===== src/rtl/btn_rst_ctrl.sv =====
// Button conditioner and SoC reset sequencer. Each button gets a 2-flop synchroniser,
// a stability-counter debouncer and one-cycle press/release strobes.
module btn_rst_ctrl #(
    parameter int                   NUM_BTN         = 7,
    parameter logic [NUM_BTN-1:0]   BTN_IDLE        = 7'b0000001,
    parameter int                   DEBOUNCE_CYCLES = 250000,
    parameter int                   RST_HOLD_CYCLES = 1024,
    parameter int                   RST_BTN         = 0
) (
    input  logic               clk_i,
    input  logic               rst_ni,
    input  logic [NUM_BTN-1:0] btn_i,
    input  logic               sw_rst_i,
    output logic [NUM_BTN-1:0] btn_db_o,
    output logic [NUM_BTN-1:0] btn_press_o,
    output logic [NUM_BTN-1:0] btn_release_o,
    output logic               soc_rst_no,
    output logic [1:0]         rst_cause_o
);

    localparam int                DB_W      = $clog2(DEBOUNCE_CYCLES);
    localparam logic [DB_W-1:0]   DB_LAST   = DB_W'(DEBOUNCE_CYCLES - 1);
    localparam int                HOLD_W    = $clog2(RST_HOLD_CYCLES + 1);
    localparam logic [HOLD_W-1:0] HOLD_LAST = HOLD_W'(RST_HOLD_CYCLES - 1);

    logic [NUM_BTN-1:0] db_all;

    genvar gi;
    generate
        for (gi = 0; gi < NUM_BTN; gi++) begin : g_btn
            logic            sync1_q;
            logic            sync2_q;
            logic            db_q;
            logic            db_d;
            logic            press_q;
            logic            press_d;
            logic            rel_q;
            logic            rel_d;
            logic [DB_W-1:0] cnt_q;
            logic [DB_W-1:0] cnt_d;

            always_comb begin
                cnt_d = cnt_q;
                db_d  = db_q;
                if (sync2_q == db_q) begin
                    cnt_d = '0;
                end else if (cnt_q == DB_LAST) begin
                    db_d  = sync2_q;
                    cnt_d = '0;
                end else begin
                    cnt_d = cnt_q + 1'b1;
                end
                // Strobes are registered alongside db_q so they mark its first new cycle.
                press_d = (db_d != db_q) && (db_d != BTN_IDLE[gi]);
                rel_d   = (db_d != db_q) && (db_d == BTN_IDLE[gi]);
            end

            always_ff @(posedge clk_i) begin
                if (!rst_ni) begin
                    sync1_q <= BTN_IDLE[gi];
                    sync2_q <= BTN_IDLE[gi];
                    db_q    <= BTN_IDLE[gi];
                    cnt_q   <= '0;
                    press_q <= 1'b0;
                    rel_q   <= 1'b0;
                end else begin
                    sync1_q <= btn_i[gi];
                    sync2_q <= sync1_q;
                    db_q    <= db_d;
                    cnt_q   <= cnt_d;
                    press_q <= press_d;
                    rel_q   <= rel_d;
                end
            end

            assign db_all[gi]        = db_q;
            assign btn_press_o[gi]   = press_q;
            assign btn_release_o[gi] = rel_q;
        end
    endgenerate

    assign btn_db_o = db_all;

    typedef enum logic [1:0] {
        S_RESET = 2'd0,
        S_HOLD  = 2'd1,
        S_RUN   = 2'd2
    } state_e;

    state_e            state_q;
    state_e            state_d;
    logic [HOLD_W-1:0] hold_q;
    logic [HOLD_W-1:0] hold_d;
    logic [1:0]        cause_q;
    logic [1:0]        cause_d;
    logic              soc_q;
    logic              soc_d;
    logic              rst_btn;

    assign rst_btn = (db_all[RST_BTN] != BTN_IDLE[RST_BTN]);

    always_comb begin
        state_d = state_q;
        hold_d  = hold_q;
        cause_d = cause_q;
        unique case (state_q)
            S_RESET: begin
                hold_d = '0;
                if (!rst_btn) begin
                    state_d = S_HOLD;
                end
            end
            S_HOLD: begin
                if (rst_btn) begin
                    state_d = S_RESET;
                    hold_d  = '0;
                    cause_d = 2'd1;
                end else if (hold_q == HOLD_LAST) begin
                    state_d = S_RUN;
                    hold_d  = '0;
                end else begin
                    hold_d = hold_q + 1'b1;
                end
            end
            S_RUN: begin
                // The button takes priority over a coincident software request.
                if (rst_btn) begin
                    state_d = S_RESET;
                    cause_d = 2'd1;
                end else if (sw_rst_i) begin
                    state_d = S_RESET;
                    cause_d = 2'd2;
                end
            end
            default: begin
                state_d = S_RESET;
                hold_d  = '0;
            end
        endcase
        soc_d = (state_d == S_RUN);
    end

    always_ff @(posedge clk_i) begin
        if (!rst_ni) begin
            state_q <= S_RESET;
            hold_q  <= '0;
            cause_q <= 2'd0;
            soc_q   <= 1'b0;
        end else begin
            state_q <= state_d;
            hold_q  <= hold_d;
            cause_q <= cause_d;
            soc_q   <= soc_d;
        end
    end

    assign soc_rst_no  = soc_q;
    assign rst_cause_o = cause_q;

endmodule


===== config.mk =====
export PLATFORM = sky130hd
export DESIGN_NAME = btn_rst_ctrl
export DESIGN_NICKNAME = d
export VERILOG_FILES = /design/src/rtl/btn_rst_ctrl.sv
export SDC_FILE = /design/constraint.sdc
export NUM_CORES = 1
export LEC_CHECK = 0
export CAP_MARGIN = 20
export CORE_MARGIN = 1
export CORE_UTILIZATION = 30
export DETAILED_ROUTE_END_ITERATION = 10
export GPL_ROUTABILITY_DRIVEN = 0
export PLACE_DENSITY = 0.47
export SYNTH_ARGS = -nofsm -noshare
export SYNTH_HDL_FRONTEND = slang
export SYNTH_SLANG_ARGS = --single-unit

===== constraint.sdc =====
create_clock -name clk_i -period 2.11 [get_ports clk_i]
set_clock_uncertainty 0.05 [all_clocks]
set_input_delay 0.422 -clock clk_i [delete_from_list [all_inputs] [get_ports clk_i]]
set_output_delay 0.422 -clock clk_i [all_outputs]
set_load 0.05 [all_outputs]

==> results.ini <==
[clock_network]
clockBufferDepth=2
insertion_delay_ns=0.43
cts_tree=yes
ctsHtreeMaxLevel=4
tritoncts.num_buffers=17
postCtsSetupBuffers=0
clk_pin_slew_ns=0.06
cts_root_buf=clkbuf_16
hold_buffers=0
clock-sinks=177

[floorplanning]
die_w_um=163
rows=58
ios=34
start_util=0.307
core_um2=25300
die-area_um2=26500
die-height_um=163

[drt]
routed_wl_um=15400
ant_nets=0
initialDrtViolationCount=344
first_pass_iters=5
viasPerCell=4.70
wl_per_cell_um=12.2
drc=0
vias=5914

[place]
dpl.hpwl_um=10700
dpl_worst_slack_ns=0.100
place_area_um2=8500
io_buffers=33
numPlacedInstances=1227

[finish]
layout_common_cells=dfxtp_1, nor2_1, xnor2_1
seq_area_um2=3540
nets=934
finalNonFillerCells=1258
utilization=0.360
postLayoutCellArea_um2=9080
diodes=0
multi_input_area_um2=3830
final_common_cell=dfxtp_1
synthToLayoutAreaGrowth_pct=17.2
nFillCells=2602
final_layout_size_suffix_gt1_frac=0.0927

[yosys]
ys_ff_latch=177
syn_nets=890
yosysWarnings=0
syn_inst=872
ys_seq_area_frac=0.457
synth_edf_count=0
netlist_area_um2=7750
yosysUniqueCellTypes=52
async_reset_ff_frac=0
synth.avg_cell_area_um2=8.88
synth_ff_type=dfxtp_1

[job]
cap_violations=0

[sta]
finalSetupTns_ns=0
finalHoldViolCount=0
period_minus_slack_ns=2.02
timing.final.ws_setup_ns=0.0861
relSlewSlack=0.619
worst_pin_slew_ns=0.567
fmax_ghz=0.494
rsz0062_at_grt=no
finalMaxSlewViolations=0
min_period_over_period=0.959
finalSetupViolations=0
whs_ns=0.360

[grt]
grt_first_pass_wirelength_um=26600
grt_max_degree=34
grt_pass1_vias=5560
grt_usage=0.124
grt-ovfl-total=0
antenna_found_initial=0

[critical_path]
arrival_ns=1.55
crit_slowest_cell=clkdlybuf4s50_1
worst-path-buf-inv=1
path_class=register to output pin
cp-end-kind=output pin
critPathMaxFanout=1
critPathRequiredTime_ns=1.64
cp-start-kind=register
cpPeakStageDelay_ns=0.80
path_cells=clkdlybuf4s50_1
crit_family=buffers and inverters

[power]
leakage_nw=2.82
p_clk_frac=0.472
p_int_mw=5.18
switching_power_mw=1.42
seqPwrFrac=0.510
p_per_area_nw_per_um2=728
power_frac_comb=0.017
vdd_ir_drop_max_uv=517
swShare=0.215
power_mw=6.61

[status]
status=complete, no violations

[worst_hold_path]
hold_class=input pin to register

-- what timing repair did --
| action | in CTS | in global routing |
|---|---|---|
| resized for setup | 2 | 3 |
| endpoints found under the hold margin | 0 | 0 |
| setup endpoints to repair | 2 | 3 |
-- cell families (layout without fill, tap and decap cells) --
logic type               after synthesis  count (layout)  synth area share
buffers and inverters                 69             125            0.0476
adder cells (fa/ha/maj)                8               8            0.0129
multiplexers                           5               5           0.00646
AO/OA/AOI/OAI                         52              52            0.0525
AND/OR/NAND/NOR                      450             450             0.298
XOR/XNOR                             111             111             0.126
flip-flops                           177             177             0.457
-- registers in the layout, indices dropped and copies added, names as in the netlist --
| signal | flops |
|---|---|
| soc_rst_no | 1 |
| g_btn.sync2_q | 7 |
| g_btn.rel_q | 7 |
| state_q | 2 |
| g_btn.sync1_q | 7 |
| g_btn.press_q | 7 |
| g_btn.cnt_q | 126 |
| g_btn.db_q | 7 |
| hold_q | 11 |
| rst_cause_o | 2 |
-- final timing paths --
check,start,endpoint,slack (ns),cells past startpoint
max,g_btn[2].rel_q,btn_release_o[2],0.09,1
min,rst_ni,g_btn[0].sync2_q,0.36,3
max reg2reg,g_btn[2].cnt_q[6],g_btn[2].cnt_q[7],0.10,5
min reg2reg,g_btn[0].sync1_q,g_btn[0].sync2_q,0.36,1
-- per-layer routing --
metal / vias up / wire (um) / track usage
met5: - / 0 / 0
met4: 0 / 135 / 0.0391
met3: 7 / 419 / 0.0313
met2: 50 / 6990 / 0.195
met1: 2744 / 7830 / 0.165
li1: 3113 / - / -
-- final cells by class --
class                   count  share of cell area
clock inverters            13              0.0149
clock buffers              18              0.0484
inverters                  26              0.0107
well taps                 330              0.0455
multi-input cells         626               0.422
flip-flops and latches    177               0.390
repair buffers             68              0.0681
-- synth_stat cells (14+ instances only) --
| library cell | instances | share of area |
|---|---|---|
| a21oi_1 | 18 | 0.012 |
| and2_1 | 14 | 0.011 |
| buf_4 | 23 | 0.022 |
| dfxtp_1 | 177 | 0.46 |
| inv_1 | 25 | 0.012 |
| nand2_1 | 47 | 0.023 |
| nand3_1 | 54 | 0.035 |
| nand4_1 | 44 | 0.036 |
| nor2_1 | 157 | 0.076 |
| nor3_1 | 19 | 0.012 |
| nor4_1 | 38 | 0.031 |
| xnor2_1 | 77 | 0.087 |
| xor2_1 | 34 | 0.038 |
-- power by group through the flow --
stage / sequential [mW] / clock, mW / combinational (mW)
CTS: 3.37 / 3.25 / 0.119
global route: 3.37 / 3.38 / 0.130
finish: 3.37 / 3.12 / 0.115
detailed placement: 3.45 / 0 / 0.118
floorplan: 3.45 / 0 / 0.0646
global placement: 3.45 / 0 / 0.118
Note: power is estimated with default switching activity, not from simulation.
